`src/rtl/axis_frame_sink.sv`:
```
// AXI4-Stream frame sink: programmable tready backpressure,
// SOF/SOL/EOL/EOF framing checks, line/frame measurement and checksum.
module axis_frame_sink #(
  parameter int DATA_WIDTH = 64,
  parameter int USER_WIDTH = 4,
  parameter int CNT_WIDTH  = 16
) (
  input  logic                  aclk,
  input  logic                  aclk_reset,
  input  logic                  s_axis_tvalid,
  output logic                  s_axis_tready,
  input  logic [DATA_WIDTH-1:0] s_axis_tdata,
  input  logic [USER_WIDTH-1:0] s_axis_tuser,
  input  logic                  s_axis_tlast,
  input  logic [15:0]           bp_pattern,
  input  logic                  bp_enable,
  input  logic                  clr_status,
  output logic                  frame_done,
  output logic [CNT_WIDTH-1:0]  frame_cnt,
  output logic [CNT_WIDTH-1:0]  line_beats,
  output logic [CNT_WIDTH-1:0]  frame_lines,
  output logic [31:0]           frame_csum,
  output logic [3:0]            err_flags
);

  localparam int LANES = DATA_WIDTH / 32;

  typedef enum logic [1:0] {
    IDLE = 2'd0,
    LINE = 2'd1,
    GAP  = 2'd2
  } state_t;

  state_t state;

  logic [15:0] rot;
  logic        started;
  logic        bp_q;
  logic        tready_q;

  assign s_axis_tready = tready_q;

  // Rotator is (re)loaded so that pattern bit 0 governs the next cycle.
  always_ff @(posedge aclk or posedge aclk_reset) begin
    if (aclk_reset) begin
      rot      <= '0;
      started  <= 1'b0;
      bp_q     <= 1'b0;
      tready_q <= 1'b0;
    end else begin
      bp_q <= bp_enable;
      if (!started) begin
        started <= 1'b1;
        rot     <= bp_pattern;
      end else if (bp_enable && !bp_q) begin
        rot      <= {bp_pattern[0], bp_pattern[15:1]};
        tready_q <= bp_pattern[0];
      end else begin
        rot      <= {rot[0], rot[15:1]};
        tready_q <= bp_enable ? rot[0] : 1'b1;
      end
    end
  end

  logic [31:0] beat_sum;

  always_comb begin
    beat_sum = '0;
    for (int i = 0; i < LANES; i++) begin
      beat_sum = beat_sum + s_axis_tdata[i*32 +: 32];
    end
  end

  logic sof, eof, sol, eol;
  logic acc, abort, start, drop, cont, take;
  logic line_end, frame_end, first_line;
  logic len_err, order_err, tlast_err;

  logic [CNT_WIDTH-1:0] beat;
  logic [CNT_WIDTH-1:0] lines;
  logic [CNT_WIDTH-1:0] ref_len;
  logic [CNT_WIDTH-1:0] beat_cur;
  logic [CNT_WIDTH-1:0] lines_base;
  logic [CNT_WIDTH-1:0] ref_cur;
  logic [31:0]          csum;
  logic [31:0]          csum_cur;

  assign sof = s_axis_tuser[0];
  assign eof = s_axis_tuser[1];
  assign sol = s_axis_tuser[2];
  assign eol = s_axis_tuser[3];

  assign acc   = s_axis_tvalid && tready_q;
  assign abort = acc && sof && (state != IDLE);
  assign start = acc && ((state == IDLE && sof && sol) || abort);
  assign drop  = acc && (state == IDLE) && !(sof && sol);
  assign cont  = acc && (state != IDLE) && !sof;
  assign take  = start || cont;

  // A beat arriving in GAP always opens a new line, SOL or not.
  assign beat_cur   = (start || state == GAP) ? CNT_WIDTH'(1)
                                              : beat + CNT_WIDTH'(1);
  assign csum_cur   = (start ? 32'd0 : csum) + beat_sum;
  assign lines_base = start ? '0 : lines;
  assign first_line = (lines_base == '0);
  assign ref_cur    = first_line ? beat_cur : ref_len;

  assign line_end  = take && eol;
  assign frame_end = line_end && eof;
  assign len_err   = line_end && !first_line && (beat_cur != ref_len);
  assign order_err = drop || (cont && state == GAP && !sol)
                          || (take && eof && !eol);
  assign tlast_err = acc && (s_axis_tlast != eol);

  always_ff @(posedge aclk or posedge aclk_reset) begin
    if (aclk_reset) begin
      state       <= IDLE;
      beat        <= '0;
      lines       <= '0;
      ref_len     <= '0;
      csum        <= '0;
      frame_done  <= 1'b0;
      frame_cnt   <= '0;
      line_beats  <= '0;
      frame_lines <= '0;
      frame_csum  <= '0;
      err_flags   <= '0;
    end else begin
      frame_done <= frame_end;
      frame_cnt  <= (clr_status ? '0 : frame_cnt)
                    + CNT_WIDTH'(frame_end);
      err_flags  <= (clr_status ? 4'b0 : err_flags)
                    | {abort, tlast_err, len_err, order_err};
      if (take) begin
        beat  <= beat_cur;
        csum  <= csum_cur;
        lines <= line_end ? lines_base + CNT_WIDTH'(1) : lines_base;
        if (line_end) ref_len <= ref_cur;
        if (frame_end)     state <= IDLE;
        else if (line_end) state <= GAP;
        else               state <= LINE;
      end
      if (frame_end) begin
        frame_lines <= lines_base + CNT_WIDTH'(1);
        line_beats  <= ref_cur;
        frame_csum  <= csum_cur;
      end
    end
  end

endmodule

```
`config.mk`:
```
export PLATFORM = sky130hd
export DESIGN_NAME = axis_frame_sink
export DESIGN_NICKNAME = d
export VERILOG_FILES = /design/src/rtl/axis_frame_sink.sv
export SDC_FILE = /design/constraint.sdc
export NUM_CORES = 1
export LEC_CHECK = 0
export ABC_AREA = 1
export CAP_MARGIN = 40
export CORE_MARGIN = 10
export CORE_UTILIZATION = 30
export CTS_BUF_LIST = sky130_fd_sc_hd__clkbuf_8
export DETAILED_ROUTE_END_ITERATION = 8
export GPL_TIMING_DRIVEN = 0
export MAX_ROUTING_LAYER = met4
export SETUP_SLACK_MARGIN = 0.4
export SLEW_MARGIN = 30
export SYNTH_ARGS = -nofsm -noshare
export SYNTH_HDL_FRONTEND = slang
export SYNTH_SLANG_ARGS = --single-unit
```
`constraint.sdc`:
```
create_clock -name aclk -period 13.9 [get_ports aclk]
set_clock_uncertainty 0.1 [all_clocks]
set_input_delay 2.78 -clock aclk [delete_from_list [all_inputs] [get_ports aclk]]
set_output_delay 2.78 -clock aclk [all_outputs]
set_load 0.03 [all_outputs]
```
==> flow_metrics.env, run 1 <==
export IMPL_run_status="finished, final reports clean"
export IMPL_grt_pass1_vias=10800
export IMPL_drtIter0Drc=658
export IMPL_cp_start_kind="input pin"
export IMPL_rsz0062_at_grt="false"
export IMPL_clock_sinks=186
export IMPL_area_growth_pct=25.1
export IMPL_syn_nets=1646
export IMPL_tightest_slew_ns=0.736
export IMPL_critPathMaxFanout=10
export IMPL_portBuffers=175
export IMPL_hold_class="register to register"
export IMPL_crit_arrival_ns=7.30
export IMPL_fmax_mhz=143
export IMPL_clkPwrFrac=0.132
export IMPL_drive_above_1_share=0.0618
export IMPL_setup_violations=0
export IMPL_layout_nets=1842
export IMPL_grt_overflow=0
export IMPL_p_sw_frac=0.495
export IMPL_die_area_um2=46100
export IMPL_p_leak_nw=6.61
export IMPL_clockRootBuffer="clkbuf_8"
export IMPL_ys_flop_type="dfrtp_1"
export IMPL_post_cts_buffers=0
export IMPL_synthArstFlopShare=1.00
export IMPL_grt_pass1_wl_mm=59.3
export IMPL_synth_top_area_frac=0.409
export IMPL_core_area_um2=37500
export IMPL_peakVddDrop_mv=0.0715
export IMPL_syn_inst=1489
export IMPL_insertion_delay_ns=0.51
export IMPL_placedInstanceArea_um2=13800
export IMPL_stdcell_area_um2=14200
export IMPL_power_switching_mw=1.43
export IMPL_grt_max_degree=65
export IMPL_max_slew_margin=0.509
export IMPL_netlist_area_um2=11400
export IMPL_yosys_area_top_type="dfrtp_1"
export IMPL_clk_pin_slew_worst_paths_ns=0.11
export IMPL_routed_wl_mm=37.4
export IMPL_ctsResizeCount=0
export IMPL_p_per_area_nw_per_um2=203
export IMPL_row_count=71
export IMPL_synth_seq_area_share=0.409
export IMPL_synth_area_leaders="dfrtp_1 (41%), nand2_1 (15%), nand3_1 (5.9%)"
export IMPL_num_vias=10400
export IMPL_cts_path_max_buffers=2
export IMPL_criticalPathCategory="input pin to register"
export IMPL_track_usage=0.168
export IMPL_cap_violations=0
export IMPL_drtAntennaViolNets=0
export IMPL_fin_setup_tns_ns=0
export IMPL_synth_area_per_cell_um2=7.63
export IMPL_postCtsHoldBufs=0
export IMPL_ys_types=43
export IMPL_ioPinCount=176
export IMPL_globalplace_congestion=0.910
export IMPL_ys_ff_latch=186
export IMPL_p_comb_frac=0.591
export IMPL_endpoint_kind="register"
export IMPL_cts_tree="yes"
export IMPL_synth_edff_count=0
export IMPL_fin_crit_ns=7.00
export IMPL_die_w_um=215
export IMPL_intPower_mw=1.46
export IMPL_hold_violations=0
export IMPL_htreeDepth=4
export IMPL_p_seq_frac=0.277
export IMPL_antenna_found_initial=1
export IMPL_start_util=0.303
export IMPL_die_h_um=215
export IMPL_drt_pre_antenna_iters=7
export IMPL_dpl_hpwl_mm=30.1
export IMPL_cts_buffers=17
export IMPL_post_route_period_util=0.504
export IMPL_post_drt_wl_per_cell_um=16.9
export IMPL_drc=0
export IMPL_ys_warn_count=0
export IMPL_vias_per_cell=4.72
export IMPL_cp_required_ns=14.20
export IMPL_drv_slew=0
-- state kept, by name, summed over array words and instances, names as in the netlist, 4 cells and up --
name and flops:
lines 16, beat 16, frame_lines 16, line_beats 16, rot 16, err_flags 4, ref_len 16, csum 32
frame_cnt 16, frame_csum 32
-- kinds of logic (layout without fill, tap and decap cells) --
family                   Yosys count  count (layout)  share of synthesized area
AND/OR/NAND/NOR                  821             821                      0.311
buffers and inverters            195             404                     0.0698
flip-flops                       186             186                      0.409
AO/OA/AOI/OAI                    179             179                     0.0841
adder cells (fa/ha/maj)           67              67                     0.0949
XOR/XNOR                          40              40                     0.0308
other                              1               3                   0.000330
-- final cells by class --
class / count / area, µm²
Antenna cell: 2 / 5.00
Buffer: 48 / 236
Clock buffer: 17 / 234
Clock inverter: 15 / 160
Fill cell: 3978 / 23300
Inverter: 147 / 564
Multi-Input combinational cell: 1108 / 5920
Sequential cell: 186 / 4650
Tap cell: 511 / 639
Timing Repair Buffer: 177 / 1810
-- cell usage after synthesis, types with 7 or more instances --
cell,instances
nand2_1,465
dfrtp_1,186
nor2_1,143
inv_1,134
nand3_1,133
o21ai_0,99
a21oi_1,40
ha_1,35
fa_1,32
xor2_1,28
clkbuf_1,26
nand4_1,23
a31oi_1,18
buf_2,15
nand2_2,14
nor3_1,13
xnor2_1,12
inv_2,10
o21ai_1,8
nor2_2,7
-- path summary, 6_finish.rpt --
kind | from | end | slack, ns | cells after the start
max | s_axis_tuser[0] | frame_csum[22] | 6.90 | 18
min | line_beats[8] | line_beats[8] | 0.39 | 2
max reg2reg | s_axis_tready | frame_csum[22] | 9.20 | 17
min reg2reg | line_beats[8] | line_beats[8] | 0.39 | 2
max in group asynchronous | aclk_reset | lines[10] | 10.08 | 4
min in group asynchronous | aclk_reset | frame_done | 2.57 | 2
-- worst max-delay path: stages --
cell and delay (ns):
clkdlybuf4s50_1 0.58, nand2_1 0.11, inv_1 0.10, nand3_4 0.13
nand2_4 0.14, buf_8 0.18, clkbuf_1 0.55, nor2_1 0.12
fa_1 0.46, ha_1 0.40, a21oi_1 0.13, o21ai_0 0.41
nor2_1 0.08, a21oi_1 0.48, a21oi_1 0.15, or2_2 0.31
nand3_1 0.12, nand2_1 0.06
-- cells in the final DEF, fill, tap and decap left out, types with 17 or more instances in the layout --
cell | Yosys | routed
nand2_1 | 465 | 465
dfrtp_1 | 186 | 186
clkdlybuf4s50_1 | 0 | 175
nor2_1 | 143 | 143
inv_1 | 134 | 133
nand3_1 | 133 | 133
o21ai_0 | 99 | 99
a21oi_1 | 40 | 40
ha_1 | 35 | 35
fa_1 | 32 | 32
xor2_1 | 28 | 28
clkbuf_1 | 26 | 26
nand4_1 | 23 | 23
a31oi_1 | 18 | 18
clkbuf_8 | 0 | 17
-- power groups by stage --
| stage | clock network (mW) | logic (mW) | registers [mW] |
|---|---|---|---|
| 2_1_floorplan | 0 | 1.02 | 0.938 |
| 4_1_cts | 0.391 | 1.71 | 0.800 |
| 3_3_place_gp | 0 | 1.69 | 0.806 |
| 5_1_grt | 0.411 | 1.92 | 0.820 |
| 3_5_place_dp | 0 | 1.71 | 0.809 |
| 6_report | 0.380 | 1.71 | 0.799 |
-- metrics by stage --
stage / setup slack [ns] / hold WS (ns) / std cells / util / power [mW]
4_1_cts: 6.92 / 0.389 / 2209 / 0.379 / 2.91
5_1_grt: 6.75 / 0.415 / 2210 / 0.379 / 3.15
3_5_place_dp: 6.38 / 0.366 / 2177 / 0.369 / 2.52
2_1_floorplan: 5.96 / 0.349 / 1489 / - / 1.96
6_report: 6.90 / 0.386 / 2211 / 0.379 / 2.88
3_3_place_gp: 3.00 / 0.354 / 2175 / 0.367 / 2.50
-- layer usage --
layer  routed length, µm  share of wire  vias up  global-route usage
met2               17700           0.47      250               0.269
met5                   0              0        -                   -
met4                 677          0.018        0              0.0487
met3                1960          0.052       33              0.0370
li1                    -              -     5166                   -
met1               17100           0.46     4989               0.208
(Power assumes the default switching activity.)
==> run 2: changes to the inputs <==
- clock period: 13.9 -> 7 ns (I/O delays scaled with it)
==> results of run 2 <==
Same layout as run 1 (identical final DEF). Status: finished, final reports clean.
Main changes from that run: setup slack after placement 6.38 ns -> 0.859 ns; setup slack after layout 6.90 ns -> 1.38 ns; register-to-register setup slack 9.20 ns -> 2.30 ns; total power 2.88 mW -> 5.73 mW; worst IR drop on VDD 0.0715 mV -> 0.142 mV
==> run 3: changes to the inputs <==
- clock period: 7 -> 5.8 ns (I/O delays scaled with it)
==> run 3 against run 2 <==
Effect of this change: flip-flop and latch count stayed put; critical path type unchanged; sequential share of layout area fell by 0.32 points; setup slack lost 0.56 ns; critical endpoint is now csum[29]; via count is 0.64% lower; clock power rose by 23%.
==> flow_metrics.env, run 3 (synthesis gave the netlist of run 1 again) <==
export IMPL_ioPinCount=176
export IMPL_hold_class="register to register"
export IMPL_clk_pin_slew_worst_paths_ns=0.11
export IMPL_drtAntennaViolNets=0
export IMPL_cts_buffers=17
export IMPL_drtIter0Drc=720
export IMPL_grt_max_degree=28
export IMPL_track_usage=0.166
export IMPL_cts_tree="yes"
export IMPL_die_h_um=215
export IMPL_run_status="finished, final reports clean"
export IMPL_rsz0062_at_grt="false"
export IMPL_p_leak_nw=6.67
export IMPL_endpoint_kind="register"
export IMPL_fmax_mhz=201
export IMPL_routed_wl_mm=36.8
export IMPL_cp_required_ns=6.09
export IMPL_max_slew_margin=0.549
export IMPL_die_w_um=215
export IMPL_fin_setup_tns_ns=0
export IMPL_hold_violations=0
export IMPL_reg2reg_depth=20
export IMPL_setup_violations=0
export IMPL_drive_above_1_share=0.0669
export IMPL_area_growth_pct=26.3
export IMPL_dpl_hpwl_mm=29.6
export IMPL_crit_arrival_ns=5.27
export IMPL_tightest_slew_ns=0.676
export IMPL_p_per_area_nw_per_um2=483
export IMPL_regArea_um2=4650
export IMPL_clock_sinks=186
export IMPL_multiInputGateArea_um2=5920
export IMPL_post_drt_wl_per_cell_um=16.6
export IMPL_cp_start_kind="input pin"
export IMPL_postCtsHoldBufs=0
export IMPL_grt_pass1_wl_mm=59.2
export IMPL_portBuffers=175
export IMPL_fillers=3945
export IMPL_fin_crit_ns=4.99
export IMPL_cts_path_max_buffers=2
export IMPL_clockRootBuffer="clkbuf_8"
export IMPL_insertion_delay_ns=0.52
export IMPL_largest_registers="csum (32), frame_csum (32)"
export IMPL_row_count=71
export IMPL_finalCoreUtilization=0.383
export IMPL_vias_per_cell=4.68
export IMPL_layout_nets=1848
export IMPL_num_vias=10400
export IMPL_cp_slowest_cell="clkdlybuf4s50_1"
export IMPL_grt_overflow=0
export IMPL_critPathMaxFanout=10
export IMPL_max_stage_delay_ns=0.47
export IMPL_globalplace_congestion=0.910
export IMPL_power_switching_mw=3.42
export IMPL_core_area_um2=37500
export IMPL_drv_slew=0
export IMPL_htreeDepth=4
export IMPL_intPower_mw=3.51
export IMPL_antenna_found_initial=2
export IMPL_post_route_period_util=0.860
export IMPL_p_seq_frac=0.276
export IMPL_criticalPathCategory="input pin to register"
export IMPL_p_sw_frac=0.493
export IMPL_final_common_cell="nand2_1"
export IMPL_drc=0
export IMPL_start_util=0.303
export IMPL_drt_pre_antenna_iters=5
export IMPL_min_delay_path_depth=1
export IMPL_grt_pass1_vias=10600
export IMPL_crit_path_cell_trace="clkdlybuf4s50_1 > nand2_2 > nor2_2 > nand2_4 > nand2_4 > buf_8 > clkbuf_2 > nor2_1 > fa_1 > ha_1 > fa_1 > nand3_1 > nand3_1 > nand2_1 > o211ai_1 > nand2_1 > nand2_1 > nand2_1 > nand3_1 > nand3_1 > o21ai_0"
export IMPL_die_area_um2=46100
export IMPL_p_comb_frac=0.589
export IMPL_p_total_mw=6.93
export IMPL_clkPwrFrac=0.134
export IMPL_final_cell_mix="nand2_1 (465), dfrtp_1 (186), clkdlybuf4s50_1 (175), nor2_1 (143)"
export IMPL_peakVddDrop_mv=0.239
export IMPL_cap_violations=0
## run 3: cell count changes in the layout (fill, tap and decap cells not counted), sizes merged
cell      change
buf           +6
clkbuf        +1
clkinv        -4
clkinvlp      +3
## run 3: stage by stage
step / hold WS, ns / setup WS (ns) / cells / cell area [µm²]
after floorplan: 0.349 / 1.56 / 1489 / 11400
after global placement: 0.354 / 0.0366 / 2175 / 13800
after detailed placement: 0.365 / 0.0112 / 2183 / 14000
after CTS: 0.380 / 0.577 / 2215 / 14400
after global routing: 0.406 / 0.563 / 2217 / 14400
final: 0.384 / 0.815 / 2217 / 14400
## run 3: repair_timing
item / 4_1_cts / 5_1_grt
resized for setup: 0 / 6
setup buffers: 0 / 0
setup endpoints to repair: 0 / 11
## run 3: final cells by class
class | count | share of cell area
antenna | 2 | 0.000349
buffer | 48 | 0.0167
sequential | 186 | 0.324
clock buffer | 18 | 0.0173
multi-input combinational | 1108 | 0.412
inverter | 147 | 0.0390
clock inverter | 14 | 0.0105
tap | 511 | 0.0445
timing repair buffer | 183 | 0.135
## run 3: path summary, 6_finish.rpt
| path | from | end | slack [ns] |
|---|---|---|---|
| setup / recovery | s_axis_tvalid | csum[29] | 0.81 |
| hold / removal | frame_cnt[4] | frame_cnt[4] | 0.38 |
| setup reg to reg | s_axis_tready | csum[29] | 1.41 |
| hold reg to reg | frame_cnt[4] | frame_cnt[4] | 0.38 |
| max in group asynchronous | aclk_reset | lines[12] | 3.57 |
| min in group asynchronous | aclk_reset | frame_csum[3] | 0.92 |
## run 3: power groups by stage
stage / Clock [mW] / Combinational [mW] / Sequential (mW)
finish: 0.931 / 4.08 / 1.91
global route: 1.01 / 4.60 / 1.96
CTS: 0.965 / 4.11 / 1.92
detailed placement: 0 / 4.09 / 1.94
global placement: 0 / 4.04 / 1.93
floorplan: 0 / 2.44 / 2.25
## run 3: metal layers
| metal | vias to the layer above | GRT usage | wire [µm] |
|---|---|---|---|
| met5 | - | - | 0 |
| met1 | 4925 | 0.212 | 17300 |
| met3 | 24 | 0.0354 | 1770 |
| met4 | 0 | 0.0366 | 446 |
| met2 | 230 | 0.266 | 17300 |
| li1 | 5192 | - | - |
## run 3: worst max-delay path, delay by kind of cell
family	cells	cell delay, ns
AO/OA/AOI/OAI	2	0.32
adder cells (fa/ha/maj)	3	1.11
buffers and inverters	3	0.98
AND/OR/NAND/NOR	13	1.69
